[src/rtl/prog_loader_pkg.sv]
// -----------------------------------------------------------------------------
// prog_loader_pkg
// Shared definitions for the multi-channel UART program loader: the frame
// parser state encoding, the error codes reported on err_code_o, the default
// frame start marker and the checksum accumulation helper.
// No ports (package).
// -----------------------------------------------------------------------------
package prog_loader_pkg;

    typedef enum logic [2:0] {
        IDLE   = 3'd0,
        CHAN   = 3'd1,
        LEN_LO = 3'd2,
        LEN_HI = 3'd3,
        DATA   = 3'd4,
        CSUM   = 3'd5
    } state_e;

    localparam logic [1:0] ERR_NONE    = 2'd0;
    localparam logic [1:0] ERR_CSUM    = 2'd1;
    localparam logic [1:0] ERR_HDR     = 2'd2;
    localparam logic [1:0] ERR_TIMEOUT = 2'd3;

    localparam logic [7:0] SYNC_DEFAULT = 8'hA5;

    // Running frame checksum: plain XOR of every byte from CHAN to the last
    // data byte.
    function automatic logic [7:0] csum_update(input logic [7:0] acc,
                                               input logic [7:0] data_byte);
        return acc ^ data_byte;
    endfunction

endpackage

[src/rtl/prog_word_assembler.sv]
// -----------------------------------------------------------------------------
// prog_word_assembler
// Collects DATA_W/8 bytes, least significant byte first, into one word.
// word_valid_o/word_o are combinational so the parent can register the write
// strobe on the same edge that accepts the last byte of the word.
// Ports:
//   clk_i, rst_i      clock, asynchronous active-high reset
//   clear_i           restart at byte 0 (held while no word is being received)
//   byte_en_i         byte_i is valid this cycle
//   byte_i[7:0]       incoming byte
//   word_valid_o      byte_i completes a word this cycle
//   word_o[DATA_W-1:0] the completed word (valid with word_valid_o)
// -----------------------------------------------------------------------------
module prog_word_assembler
    import prog_loader_pkg::*;
#(
    parameter int DATA_W = 32
) (
    input  logic              clk_i,
    input  logic              rst_i,
    input  logic              clear_i,
    input  logic              byte_en_i,
    input  logic [7:0]        byte_i,
    output logic              word_valid_o,
    output logic [DATA_W-1:0] word_o
);

    localparam int BPW   = DATA_W / 8;
    localparam int CNT_W = (BPW > 1) ? $clog2(BPW) : 1;

    logic [CNT_W-1:0]  cnt_r;
    logic [DATA_W-1:0] shift_r;
    logic [DATA_W-1:0] merged_s;
    logic              last_s;

    // Merge the incoming byte into its lane so the full word is available
    // in the same cycle as the final byte.
    always_comb begin
        merged_s = shift_r;
        merged_s[int'(cnt_r) * 8 +: 8] = byte_i;
        last_s       = (cnt_r == CNT_W'(BPW - 1));
        word_valid_o = byte_en_i & last_s;
        word_o       = merged_s;
    end

    // Byte lane counter and partial-word storage.
    always_ff @(posedge clk_i or posedge rst_i) begin
        if (rst_i) begin
            cnt_r   <= {CNT_W{1'b0}};
            shift_r <= {DATA_W{1'b0}};
        end else if (clear_i) begin
            cnt_r   <= {CNT_W{1'b0}};
            shift_r <= {DATA_W{1'b0}};
        end else if (byte_en_i) begin
            shift_r <= merged_s;
            cnt_r   <= last_s ? {CNT_W{1'b0}} : cnt_r + CNT_W'(1);
        end else begin
            cnt_r   <= cnt_r;
            shift_r <= shift_r;
        end
    end

endmodule

[src/rtl/prog_loader_mc.sv]
// -----------------------------------------------------------------------------
// prog_loader_mc
// Multi-channel UART program loader. Parses frames
//   SYNC, CHAN, LEN_LO, LEN_HI, LEN*BPW data bytes, CSUM
// from the UART receive byte stream and writes the assembled words to the
// memory port selected by CHAN. Holds the core in reset while programming.
// Ports:
//   clk_i, rst_i            clock, asynchronous active-high reset
//   prog_i                  programming mode enable (bytes ignored while low)
//   rx_dv_i, rx_byte_i[7:0] received byte strobe and data
//   we_o[NUM_CH-1:0]        one-hot write strobe, one cycle per word
//   addr_o[ADDR_W-1:0]      word address of the write
//   wdata_o[DATA_W-1:0]     write data
//   core_hold_o             hold core/system in reset
//   done_o                  pulse: frame accepted, checksum OK
//   err_o                   pulse: frame error of any kind
//   err_code_o[1:0]         last error code, sticky until the next SYNC
// -----------------------------------------------------------------------------
module prog_loader_mc
    import prog_loader_pkg::*;
#(
    parameter int         DATA_W      = 32,
    parameter int         ADDR_W      = 12,
    parameter int         NUM_CH      = 2,
    parameter logic [7:0] SYNC_BYTE   = SYNC_DEFAULT,
    parameter int         TIMEOUT_CYC = 100000
) (
    input  logic              clk_i,
    input  logic              rst_i,
    input  logic              prog_i,
    input  logic              rx_dv_i,
    input  logic [7:0]        rx_byte_i,
    output logic [NUM_CH-1:0] we_o,
    output logic [ADDR_W-1:0] addr_o,
    output logic [DATA_W-1:0] wdata_o,
    output logic              core_hold_o,
    output logic              done_o,
    output logic              err_o,
    output logic [1:0]        err_code_o
);

    localparam int          TMO_W     = $clog2(TIMEOUT_CYC + 1);
    // Largest word count that still fits the channel address space.
    localparam logic [31:0] LEN_LIMIT = 32'd1 << ADDR_W;

    state_e              state_r;
    state_e              next_state_s;

    logic                byte_en_s;
    logic                abort_s;
    logic                tmo_hit_s;
    logic [TMO_W-1:0]    tmo_r;

    logic [7:0]          csum_r;
    logic [7:0]          ch_r;
    logic [7:0]          len_lo_r;
    logic [15:0]         len_s;
    logic                len_bad_s;
    logic                len_zero_s;
    logic                ch_bad_s;
    logic [15:0]         rem_r;
    logic [ADDR_W-1:0]   addr_r;

    logic                word_valid_s;
    logic [DATA_W-1:0]   word_s;
    logic                last_word_s;

    logic                wr_s;
    logic [NUM_CH-1:0]   we_s;
    logic                done_s;
    logic                err_s;
    logic                code_wr_s;
    logic [1:0]          code_nxt_s;

    // Header field decode shared by the next-state and output logic.
    always_comb begin
        byte_en_s   = prog_i & rx_dv_i;
        abort_s     = (state_r != IDLE) & ~prog_i;
        tmo_hit_s   = (state_r != IDLE) & ~byte_en_s & (tmo_r == TMO_W'(TIMEOUT_CYC - 1));
        len_s       = {rx_byte_i, len_lo_r};
        len_bad_s   = ({16'd0, len_s} > LEN_LIMIT);
        len_zero_s  = (len_s == 16'd0);
        ch_bad_s    = ({24'd0, rx_byte_i} >= 32'(NUM_CH));
        last_word_s = word_valid_s & (rem_r == 16'd1);
    end

    prog_word_assembler #(
        .DATA_W (DATA_W)
    ) u_asm (
        .clk_i        (clk_i),
        .rst_i        (rst_i),
        .clear_i      (state_r != DATA),
        .byte_en_i    (byte_en_s & (state_r == DATA)),
        .byte_i       (rx_byte_i),
        .word_valid_o (word_valid_s),
        .word_o       (word_s)
    );

    // FSM state register.
    always_ff @(posedge clk_i or posedge rst_i) begin
        if (rst_i) begin
            state_r <= IDLE;
        end else begin
            state_r <= next_state_s;
        end
    end

    // FSM next state: prog_i drop and timeout take priority over bytes.
    always_comb begin
        next_state_s = state_r;
        if (abort_s) begin
            next_state_s = IDLE;
        end else if (tmo_hit_s) begin
            next_state_s = IDLE;
        end else if (byte_en_s) begin
            case (state_r)
                IDLE:    next_state_s = (rx_byte_i == SYNC_BYTE) ? CHAN : IDLE;
                CHAN:    next_state_s = ch_bad_s ? IDLE : LEN_LO;
                LEN_LO:  next_state_s = LEN_HI;
                LEN_HI: begin
                    if (len_bad_s) begin
                        next_state_s = IDLE;
                    end else if (len_zero_s) begin
                        next_state_s = CSUM;
                    end else begin
                        next_state_s = DATA;
                    end
                end
                DATA:    next_state_s = last_word_s ? CSUM : DATA;
                CSUM:    next_state_s = IDLE;
                default: next_state_s = IDLE;
            endcase
        end else begin
            next_state_s = state_r;
        end
    end

    // FSM outputs: write, completion and error events for this cycle.
    always_comb begin
        wr_s       = 1'b0;
        done_s     = 1'b0;
        err_s      = 1'b0;
        code_wr_s  = 1'b0;
        code_nxt_s = ERR_NONE;
        if (abort_s) begin
            // Silent abort: no error is reported.
            wr_s = 1'b0;
        end else if (tmo_hit_s) begin
            err_s      = 1'b1;
            code_wr_s  = 1'b1;
            code_nxt_s = ERR_TIMEOUT;
        end else if (byte_en_s) begin
            case (state_r)
                IDLE: begin
                    code_wr_s = (rx_byte_i == SYNC_BYTE);
                end
                CHAN: begin
                    err_s      = ch_bad_s;
                    code_wr_s  = ch_bad_s;
                    code_nxt_s = ERR_HDR;
                end
                LEN_HI: begin
                    err_s      = len_bad_s;
                    code_wr_s  = len_bad_s;
                    code_nxt_s = ERR_HDR;
                end
                DATA: begin
                    wr_s = word_valid_s;
                end
                CSUM: begin
                    code_wr_s = 1'b1;
                    if (rx_byte_i == csum_r) begin
                        done_s     = 1'b1;
                        code_nxt_s = ERR_NONE;
                    end else begin
                        err_s      = 1'b1;
                        code_nxt_s = ERR_CSUM;
                    end
                end
                default: begin
                    wr_s = 1'b0;
                end
            endcase
        end else begin
            wr_s = 1'b0;
        end
        for (int i = 0; i < NUM_CH; i++) begin
            we_s[i] = wr_s & (ch_r == 8'(i));
        end
    end

    // Frame datapath: checksum, channel, length, address and timeout counter.
    always_ff @(posedge clk_i or posedge rst_i) begin
        if (rst_i) begin
            csum_r   <= 8'd0;
            ch_r     <= 8'd0;
            len_lo_r <= 8'd0;
            rem_r    <= 16'd0;
            addr_r   <= {ADDR_W{1'b0}};
            tmo_r    <= {TMO_W{1'b0}};
        end else begin
            if (state_r == IDLE || byte_en_s || tmo_hit_s) begin
                tmo_r <= {TMO_W{1'b0}};
            end else begin
                tmo_r <= tmo_r + TMO_W'(1);
            end
            if (byte_en_s && !abort_s) begin
                case (state_r)
                    IDLE: begin
                        csum_r <= 8'd0;
                    end
                    CHAN: begin
                        ch_r   <= rx_byte_i;
                        csum_r <= csum_update(csum_r, rx_byte_i);
                    end
                    LEN_LO: begin
                        len_lo_r <= rx_byte_i;
                        csum_r   <= csum_update(csum_r, rx_byte_i);
                    end
                    LEN_HI: begin
                        rem_r  <= len_s;
                        addr_r <= {ADDR_W{1'b0}};
                        csum_r <= csum_update(csum_r, rx_byte_i);
                    end
                    DATA: begin
                        csum_r <= csum_update(csum_r, rx_byte_i);
                        if (word_valid_s) begin
                            rem_r  <= rem_r - 16'd1;
                            addr_r <= addr_r + ADDR_W'(1);
                        end else begin
                            rem_r  <= rem_r;
                            addr_r <= addr_r;
                        end
                    end
                    default: begin
                        csum_r <= csum_r;
                    end
                endcase
            end else begin
                csum_r <= csum_r;
            end
        end
    end

    // Registered outputs.
    always_ff @(posedge clk_i or posedge rst_i) begin
        if (rst_i) begin
            we_o        <= {NUM_CH{1'b0}};
            addr_o      <= {ADDR_W{1'b0}};
            wdata_o     <= {DATA_W{1'b0}};
            core_hold_o <= 1'b1;
            done_o      <= 1'b0;
            err_o       <= 1'b0;
            err_code_o  <= ERR_NONE;
        end else begin
            we_o        <= we_s;
            core_hold_o <= prog_i | (state_r != IDLE);
            done_o      <= done_s;
            err_o       <= err_s;
            if (wr_s) begin
                addr_o  <= addr_r;
                wdata_o <= word_s;
            end else begin
                addr_o  <= addr_o;
                wdata_o <= wdata_o;
            end
            if (code_wr_s) begin
                err_code_o <= code_nxt_s;
            end else begin
                err_code_o <= err_code_o;
            end
        end
    end

endmodule

[config.mk]
export PLATFORM = sky130hd
export DESIGN_NAME = prog_loader_mc
export DESIGN_NICKNAME = d
export VERILOG_FILES = /design/src/rtl/prog_loader_pkg.sv /design/src/rtl/prog_word_assembler.sv /design/src/rtl/prog_loader_mc.sv
export SDC_FILE = /design/constraint.sdc
export NUM_CORES = 1
export LEC_CHECK = 0
export BUFFER_PORTS_ARGS = -buffer_cell sky130_fd_sc_hd__buf_2
export CORE_MARGIN = 5
export CORE_UTILIZATION = 60
export CTS_CLUSTER_SIZE = 16
export DETAILED_ROUTE_END_ITERATION = 10
export HOLD_SLACK_MARGIN = 0.03
export PLACE_DENSITY = 0.81
export SKIP_LAST_GASP = 1
export SLEW_MARGIN = 20
export SYNTH_ARGS = -nofsm -noshare
export SYNTH_HDL_FRONTEND = slang
export SYNTH_SLANG_ARGS = --single-unit
[constraint.sdc]
create_clock -name clk_i -period 8.1 [get_ports clk_i]
set_input_delay 2.43 -clock clk_i [delete_from_list [all_inputs] [get_ports clk_i]]
set_output_delay 2.43 -clock clk_i [all_outputs]
set_load 0.02 [all_outputs]
Yosys cells after proc, flatten, opt, wreduce, memory -nomap -nowiden. Cells that the tools add are included.

Add/sub/neg operators: 5. $lt $le $gt $ge: 2. Equal/unequal tests: 13. Shift operators: 2. Multiplexer cells: 44. Bitwise operators: 13. Reductions and logical operators: 18.

Operator list (count): 32-bit 2-to-1 mux (2); 5-bit negator with 33-bit output (1); 8-bit by 33-bit variable shift with 32-bit output (first input constant) (1); 8-bit by 33-bit variable part select with 32-bit output (1); 32-bit bitwise mux (1); 16-bit case mux with 2 select lines (1); 12-bit case mux with 2 select lines (1); 1-bit 2-to-1 mux (20); 17-bit by 1-bit adder with 17-bit output (second input constant) (1); 17-bit equality test (second input constant) (1); 17-bit 2-to-1 mux (1); 16-bit by 1-bit equality test with 1-bit output (second input constant) (1); 16-bit by 13-bit greater-than comparator with 1-bit output (second input constant) (1); 16-bit zero test (1); 16-bit 2-to-1 mux (1); 8-bit case mux with 2 select lines (1); 16-bit by 1-bit subtractor with 16-bit output (second input constant) (1); 3-bit case mux with 5 select lines (1); 2-bit 2-to-1 mux (7); 12-bit by 1-bit adder with 12-bit output (second input constant) (1); 12-bit 2-to-1 mux (1); 3-bit 2-to-1 mux (4); 1-bit bitwise AND (9); 8-bit by 1-bit equality test with 1-bit output (second input constant) (1); 27 further kinds (36).

Register bits: 157. Input port bits: 12. Word-level logic and storage cells: 113.

Logic depth before layout (Yosys ltp). Gate-level depths: netlist of the first run.

Word-level depth: 9. Depth in mapped cells: 9.

Hierarchy. A second synthesis of the first run with hierarchy kept.

Cells, all modules: 866. Area total of the unflattened synthesis: 7925.1 sq um.

By module, submodules not included: prog_loader_mc (times used 1, cells an instance 641, area each 5929.4 sq um); prog_word_assembler (times used 1, cells an instance 225, area each 1995.7 sq um).

Worst setup path before layout of the first run. Ideal clock, no wire load.

Path type: input to register. Start: input rx_byte_i[2]. End: register err_code_o[0]. Setup time: 0.099 ns. Arrival: 3.699 ns. Setup slack: 4.302 ns. Cell stages on the path: 6. Cell sequence: buf_2 > nor4_1 > a31oi_1 > a32oi_1 > a221oi_1 > a311oi_1.

Longest elaborated chain between the ends: 6. Elaborated cells on any way between the ends: 13. Classes of those cells: order compare (2); eq/ne (2); mux (9).

Ends and longest elaborated chain: start, declared (RTL line prog_loader_mc.sv:32) `input logic [7:0] rx_byte_i,`; branches (longest 6 deep; another with 16-bit by 13-bit greater-than comparator with 1-bit output); end signal, assigned (RTL line prog_loader_mc.sv:268) `err_code_o <= code_nxt_s;`; end signal, assigned (RTL line prog_loader_mc.sv:270) `err_code_o <= err_code_o;`; end, declared (RTL line prog_loader_mc.sv:39) `output logic [1:0] err_code_o`.

Several ways; the timed one is not identified. A chain may end at the register's enable or synchronous reset.

Worst setup path after layout of the first run.
Start: input prog_i. End: register addr_r[3].

Longest elaborated chain between the ends: 5. Elaborated cells on any way between the ends: 9. Classes of those cells: eq/ne (1); bitwise (5); reduce/logical (3).

Ends and longest elaborated chain: start, declared (RTL line prog_loader_mc.sv:30) `input logic prog_i,`; 1-bit bitwise AND / 1-bit NOT (equally long branches) (RTL line prog_loader_mc.sv:77, prog_loader_mc.sv:78); 1-bit bitwise AND (on tied branches) (RTL line prog_loader_mc.sv:93, prog_loader_mc.sv:78); 1-bit bitwise AND / 1-bit zero test (equally long branches) (RTL line prog_word_assembler.sv:42, prog_loader_mc.sv:207); 2-bit inequality test (no source line) / 1-bit logical AND (equally long branches); 3-bit AND reduction (no source line) (*); end signal, assigned (RTL line prog_loader_mc.sv:199) `addr_r <= {ADDR_W{1'b0}};`; end signal, assigned (RTL line prog_loader_mc.sv:222) `addr_r <= {ADDR_W{1'b0}};`; end signal, assigned (RTL line prog_loader_mc.sv:229) `addr_r <= addr_r + ADDR_W'(1);`; end, declared (RTL line prog_loader_mc.sv:62) `logic [ADDR_W-1:0] addr_r;`.

Every way passes the cells marked *; elsewhere a longest branch is shown, timed or not.

==> metrics.md, run 1 <==
| Metric | Value |
|---|---|
| Status | `completed` |
| Synth unique cells | `64` |
| RSZ-0062 raised after global routing | `false` |
| H-tree Lvls | `4` |
| Setup TNS | `0 ns` |
| Tcrit/Tclk final | `0.535` |
| Most common cell after layout, fill and taps aside | `dfrtp_1` |
| Startpoint type of the worst setup path | `input pin` |
| Synth async-reset ratio | `1.00` |
| Vias in the first global route | `around 5600` |
| Post-synth EDFFs | `0` |
| Hold path startpoint | `ch_r[0]$_DFFE_PP0P_` |
| Arrival time at the worst endpoint | `approximately 4.6 ns` |
| Fin cells | `approximately 950` |
| Area of the mapped netlist | `between 0.007 and 0.008 mm²` |
| Final Cell Area | `slightly above 0.008 mm²` |
| Wire per inst | `17.3 µm` |
| Initial antenna violation count | `0` |
| CP required | `8.38 ns` |
| Fmax | `about 230 MHz` |
| Ratio of cells with drive above 1 in the final layout | `0.168` |
| Die footprint | `roughly 0.014 mm²` |
| # diodes | `0` |
| Register area | `0.00375 mm²` |
| CTS tree | `built` |
| DRT iter0 DRCs | `415` |
| Clk Latency, worst-skew pair | `0.42 ns` |
| Area grow syn2layout | `11.5%` |
| Placed Instance Area | `roughly 0.0076 mm²` |
| Routed vias/inst | `between 6 and 7` |
| Yosys reg bits | `150` |
| Placed Cells | `about 900` |
| Final hold violation count | `0` |
| Max stage delay on crit path | `0.60 ns` |
| Worst reg2reg endpoint | `addr_r[3]$_DFFE_PP0P_` |
| Initial Util | `0.611` |
| Die H | `120 µm` |
| GRT overflow | `0` |
| Power Dens Cells | `about 190 mW/mm²` |
| First-pass GRT wire length | `27.4 mm` |
| Post-CTS setup buffers | `0` |
| Synth area leaders | `dfrtp_1 51%, o21ai_0 5.3%, nor2_1 4.4%, nand2_1 4.2%, mux2_2 4.0%` |
| Hold Path Class | `reg -> reg` |
| Area share of the largest cell type after synthesis | `0.510` |
| Total wire length | `16.4 mm` |
| Final #Nets | `810` |
| Most frequent cells in the layout | `149 x dfrtp_1, 85 x nor2_1, 81 x nand2_1, 77 x o21ai_0, 62 x buf_2` |
| Worst VDD drop | `103 µV` |
| Worst R2R Path Depth | `6` |
| Hold Path Stages | `1` |
| Area of the core | `0.0120 mm²` |
| DIE WIDTH | `120 µm` |
| Min cycle time layout | `around 4.3 ns` |
| Syn nets | `776` |
| CTS resizes | `0` |
| Seq/Total Area, Yosys | `0.514` |
| Worst slew margin relative to its limit | `0.315` |
| CP delay by family, top | `simple AND/OR/NAND/NOR gates` |
| Worst Tran Pin Value | `1.02 ns` |
| Hold Buf Count CTS | `0` |
| CP Buf/Inv Count | `2` |
| Pre-antenna DRT Iters | `8` |
| RePlAce Congestion | `0.871` |
| Worst hold path endpoint | `we_o[0]$_DFF_PP0_` |
| Max_cap viols | `0` |
| HPWL after DPL | `10.6 mm` |
| Pre-CTS setup slack | `about 3.4 ns` |
| Leak pwr | `3.76 nW` |
| # setup viols final | `0` |
| Root buf cell | `clkbuf_16` |
| Critical Path End Type | `register` |
| Via count | `5772` |
| Fin worst setup slack | `3.76 ns` |
| CP Class | `in -> reg` |
| PortBufs | `62` |
| CTS Buf Count | `17` |
| Drc violations | `0` |
| Area of the multi-input gates | `0.00329 mm²` |
| Slowest cell on the critical path | `and2_1` |
| Crit-path max FO | `47` |
| Synth Flop Type | `dfrtp_1` |
| Row count | `40` |
| I/O Pins | `63` |
| Synth Warn # | `0` |
| GRT Overall Usage | `0.236` |
| Final core utilization | `0.682` |
| Post-synthesis instance total | `755` |
| Largest buffer count on any clock path | `2` |
| Clk_skew | `0.00836 ns` |
| CP Cell Sequence | `buf_2 -> and2_1 -> nand3_2 -> buf_4 -> nor2_2 -> xnor2_1 -> nor2_1` |
| Fill count | `901` |
| Avg Inst Size Synth | `9.68 µm²` |
| Largest net degree at the start of global routing | `94` |
| Clock tree sinks | `150` |
| Synth area leader | `dfrtp_1` |
| Antenna-violating nets left | `0` |
| Slew Limit Fails | `0` |
| Worst R2R Setup Slack | `4.95 ns` |
| R2R Path Start | `state_r[2]$_DFFE_PP0P_` |
| Reg clk slew, reported paths | `0.05 ns` |
cells in the mapped netlist, types with 4 or more instances:
cell type / number
a21oi_1: 41
a22oi_1: 29
a32oi_1: 4
and3_1: 9
buf_2: 8
clkbuf_1: 36
dfrtp_1: 149
ha_1: 9
inv_1: 12
mux2_2: 26
nand2_1: 81
nand2b_1: 9
nand3_1: 15
nand4_1: 8
nor2_1: 85
nor2b_1: 26
nor3_1: 17
nor4_1: 13
o21ai_0: 77
o2bb2ai_1: 4
or3_1: 5
xnor2_1: 8
xor2_1: 22
worst max path at each step:
stage	startpoint	to	depth (start not counted)
detailed placement	prog_i	addr_r[3]$_DFFE_PP0P_	7
CTS	prog_i	addr_r[3]$_DFFE_PP0P_	7
floorplan	rst_i	addr_o[0]$_DFFE_PP0P_	1
global placement	prog_i	addr_r[3]$_DFFE_PP0P_	7
finish	prog_i	addr_r[3]$_DFFE_PP0P_	7
global route	prog_i	addr_r[3]$_DFFE_PP0P_	7
power breakdown:
part | switching (mW) | internal (mW)
Sequential | 0.00408 | 0.755
Combinational | 0.0470 | 0.0137
Clock | 0.277 | 0.439
registers in the layout (all words and copies together) (netlist names), 3 cells and up:
signal	cells
wdata_o	32
u_asm.shift_r	25
tmo_r	17
rem_r	16
addr_o	12
addr_r	12
ch_r	8
csum_r	8
len_lo_r	8
state_r	3
worst register-to-register path, stage by stage, from the launching register on:
cell	delay, ns
dfrtp_1	0.72
nor3b_4	0.78
nand3_2	0.64
buf_4	0.48
nor2_2	0.20
xnor2_1	0.12
nor2_1	0.05
metal layers:
metal,track usage,part of all wire
met5,0,0
met3,0.0580,0.067
met1,0.317,0.44
met2,0.370,0.47
met4,0.0928,0.020
metrics by stage:
stage	power, mW	hold WS, ns
2_1_floorplan	0.813	0.409
3_3_place_gp	0.831	0.426
3_5_place_dp	0.833	0.444
4_1_cts	1.55	0.451
5_1_grt	1.59	0.499
6_report	1.54	0.450
cell type report:
| type | instances | area share |
|---|---|---|
| sequential | 150 | 0.460 |
| multi-input combinational | 541 | 0.403 |
| clock buffer | 24 | 0.0591 |
| timing repair buffer | 66 | 0.0417 |
| tap | 147 | 0.0226 |
| inverter | 13 | 0.00660 |
| clock inverter | 5 | 0.00614 |
logic make-up after synthesis:
family	Yosys count	share of synthesized area
xor gates and xnor gates	30	0.0359
buffers and inverters	64	0.0365
and+or+nand+nor	293	0.204
AOI/OAI and AO/OA	182	0.153
DFF	150	0.514
muxes	27	0.0414
adders and majority gates	9	0.0154
(Power assumes the default switching activity.)
==> run 2: changes to the inputs <==
--- a/config.mk
+++ b/config.mk
@@ -7,11 +7,11 @@
 export LEC_CHECK = 0
 export BUFFER_PORTS_ARGS = -buffer_cell sky130_fd_sc_hd__buf_2
 export CORE_MARGIN = 5
-export CORE_UTILIZATION = 60
+export CORE_UTILIZATION = 54
 export CTS_CLUSTER_SIZE = 16
 export DETAILED_ROUTE_END_ITERATION = 10
 export HOLD_SLACK_MARGIN = 0.03
-export PLACE_DENSITY = 0.81
+export PLACE_DENSITY = 0.77
 export SKIP_LAST_GASP = 1
 export SLEW_MARGIN = 20
 export SYNTH_ARGS = -nofsm -noshare
==> constraint.sdc (replaced) <==
create_clock -name clk_i -period 3.8 [get_ports clk_i]
set_input_delay 1.14 -clock clk_i [delete_from_list [all_inputs] [get_ports clk_i]]
set_output_delay 1.14 -clock clk_i [all_outputs]
set_load 0.02 [all_outputs]
==> run 2 against run 1 <==
  * Worst setup slack worse by 2.5 ns
  * Largest cell class unchanged
  * Non-clock buffer count rose by 5
  * Largest power group unchanged
  * Critical path type unchanged
  * Core utilization fell by 5.9 points
  * Combinational power grew 120%
  * Design area grew 1.1%
==> metrics.md, run 2 (same netlist as run 1, synthesis figures left out) <==
| Metric | Value |
|---|---|
| Status | `completed` |
| Die H | `126 µm (+5.0%)` |
| Hold path startpoint | `ch_r[0]$_DFFE_PP0P_` |
| Min cycle time layout | `2.54 ns` |
| Initial antenna violation count | `0 (unchanged)` |
| CTS resizes | `0 (unchanged)` |
| First-pass GRT wire length | `28.4 mm (+3.3%)` |
| Pre-antenna DRT Iters | `5 (-3)` |
| Hold Path Class | `reg -> reg` |
| RePlAce Congestion | `0.867 (-0.44%)` |
| PortBufs | `62 (unchanged)` |
| Most frequent cells in the layout | `149 x dfrtp_1, 85 x nor2_1, 81 x nand2_1, 77 x o21ai_0, 62 x buf_2` |
| Clk_skew | `0.00466 ns (-0.00370 ns)` |
| RSZ-0062 raised after global routing | `false` |
| Largest buffer count on any clock path | `2 (unchanged)` |
| Via count | `5767 (-0.087%)` |
| Startpoint type of the worst setup path | `input pin` |
| Biggest regs | `wdata_o (32), u_asm.shift_r (25), tmo_r (17)` |
| Routed vias/inst | `5.90 (-3.4%)` |
| Arrival time at the worst endpoint | `2.87 ns (-1.74 ns)` |
| Power Total | `3.28 mW (+110%)` |
| Total wire length | `16.5 mm (+0.84%)` |
| Drc violations | `0 (unchanged)` |
| Row count | `42 (+5.0%)` |
| Worst VDD drop | `241 µV (+130%)` |
| Worst hold path endpoint | `we_o[0]$_DFF_PP0_` |
| Worst slew margin relative to its limit | `0.352 (+0.0369)` |
| Initial Util | `0.552 (-0.0591)` |
| Worst Tran Pin Value | `0.965 ns (-0.0572 ns)` |
| Pre-CTS setup slack | `0.814 ns (-2.56 ns)` |
| Placed Cells | `951 (+3.7%)` |
| Vias in the first global route | `5736 (+2.9%)` |
| R2R Path Start | `u_asm.cnt_r[0]$_DFFE_PP0P_` |
| Sequential power share | `0.493 (about the same)` |
| Power Dens Cells | `398 mW/mm² (+110%)` |
| GRT Overall Usage | `0.217 (-0.0188)` |
| Reg with most FFs | `wdata_o` |
| I/O Pins | `63 (unchanged)` |
| Fin worst setup slack | `1.26 ns (-2.50 ns)` |
| Die footprint | `0.0160 mm² (+10%)` |
| CP required | `4.14 ns (-4.24 ns)` |
| DIE WIDTH | `126 µm (+5.0%)` |
| Setup TNS | `0 ns (unchanged)` |
| CTS Buf Count | `17 (unchanged)` |
| Clock tree sinks | `150 (unchanged)` |
| # setup viols final | `0 (unchanged)` |
| CP Class | `in -> reg` |
| Fmax | `between 300 and 400 MHz` |
| GRT overflow | `0 (unchanged)` |
| Cell internal pwr | `2.57 mW (+110%)` |
| Reg clk slew, reported paths | `0.06 ns (about the same)` |
| Crit-path max FO | `15 (-68%)` |
| Critical Path End Type | `register` |
| H-tree Lvls | `4 (unchanged)` |
| Switching Fraction | `0.216 (+0.00209)` |
| Hold Buf Count CTS | `0 (unchanged)` |
| Largest net degree at the start of global routing | `63 (-33%)` |
| Area of the core | `0.0132 mm² (+11%)` |
| Clock share of power | `0.466 (about the same)` |
| Placed Instance Area | `0.00772 mm² (+1.3%)` |
| Final Cell Area | `0.00825 mm² (+1.1%)` |
| Tcrit/Tclk final | `0.667` |
| Worst R2R Setup Slack | `1.40 ns (-3.55 ns)` |
| Wire per inst | `16.9 µm (-2.5%)` |
| Post-CTS setup buffers | `0 (unchanged)` |
| Final hold violation count | `0 (unchanged)` |
| Root buf cell | `clkbuf_16` |
| Max_cap viols | `0 (unchanged)` |
| Area grow syn2layout | `12.8%` |
| Max reg flops | `32 (unchanged)` |
| Hold Path Stages | `1 (unchanged)` |
| Clk Latency, worst-skew pair | `0.42 ns (about the same)` |
| Slew Limit Fails | `0 (unchanged)` |
| Switching pwr | `707 µW (+120%)` |
| Fin cells | `978 (+3.4%)` |
| CTS tree | `built` |
| Most common cell after layout, fill and taps aside | `dfrtp_1` |
| Worst reg2reg endpoint | `wdata_o[19]$_DFFE_PP0P_` |
| HPWL after DPL | `11.3 mm (+6.3%)` |
| # diodes | `0 (unchanged)` |
| Leak pwr | `3.78 nW (+0.61%)` |
| Ratio of cells with drive above 1 in the final layout | `0.173 (+0.00561)` |
| Final #Nets | `815 (+0.62%)` |
| Worst R2R Path Depth | `6 (unchanged)` |
| Antenna-violating nets left | `0 (unchanged)` |
| DRT iter0 DRCs | `475 (+14%)` |
| Gate power share | `0.041 (about the same)` |
run 2: metal layers:
| layer | vias up | wire length (µm) | global-route usage |
|---|---|---|---|
| li1 | 2724 | - | - |
| met1 | 2821 | 7300 | 0.297 |
| met2 | 187 | 7930 | 0.340 |
| met3 | 35 | 914 | 0.0467 |
| met4 | 0 | 371 | 0.0852 |
| met5 | - | 0 | 0 |
run 2: power by group through the flow:
| stage | Clock [mW] | Combinational [mW] | Sequential, mW |
|---|---|---|---|
| after floorplan | 0 | 0.0844 | 1.65 |
| after global placement | 0 | 0.130 | 1.64 |
| after detailed placement | 0 | 0.134 | 1.65 |
| after CTS | 1.55 | 0.135 | 1.62 |
| after global routing | 1.63 | 0.150 | 1.62 |
| final | 1.53 | 0.133 | 1.62 |
run 2: stage by stage:
stage                     hold slack [ns]   util
final                               0.440  0.623
after detailed placement            0.431  0.583
after CTS                           0.442  0.623
after global routing                0.464  0.623
after global placement              0.421  0.583
after floorplan                     0.409      -
run 2: critical path: stages:
cell     delay, ns
buf_2         0.13
nand2_1       0.38
a21oi_4       0.47
nand4_2       0.20
or3_1         0.39
a21oi_1       0.16
run 2: worst max path at each step:
stage | start | end | slack (ns)
floorplan | rst_i | addr_o[0]$_DFFE_PP0P_ | 0.77
global placement | prog_i | addr_r[8]$_DFFE_PP0P_ | 0.89
detailed placement | prog_i | addr_r[8]$_DFFE_PP0P_ | 0.81
CTS | prog_i | addr_r[8]$_DFFE_PP0P_ | 1.27
global route | prog_i | addr_r[8]$_DFFE_PP0P_ | 1.06
finish | prog_i | addr_r[8]$_DFFE_PP0P_ | 1.26
run 2: layout make-up:
cell class              instances  area [µm²]
inverters                      13        52.6
fillers                      1097        5000
multi-input cells             541        3290
well taps                     176         220
flip-flops and latches        150        3750
clock inverters                 5        52.6
repair buffers                 71         403
clock buffers                  22         474
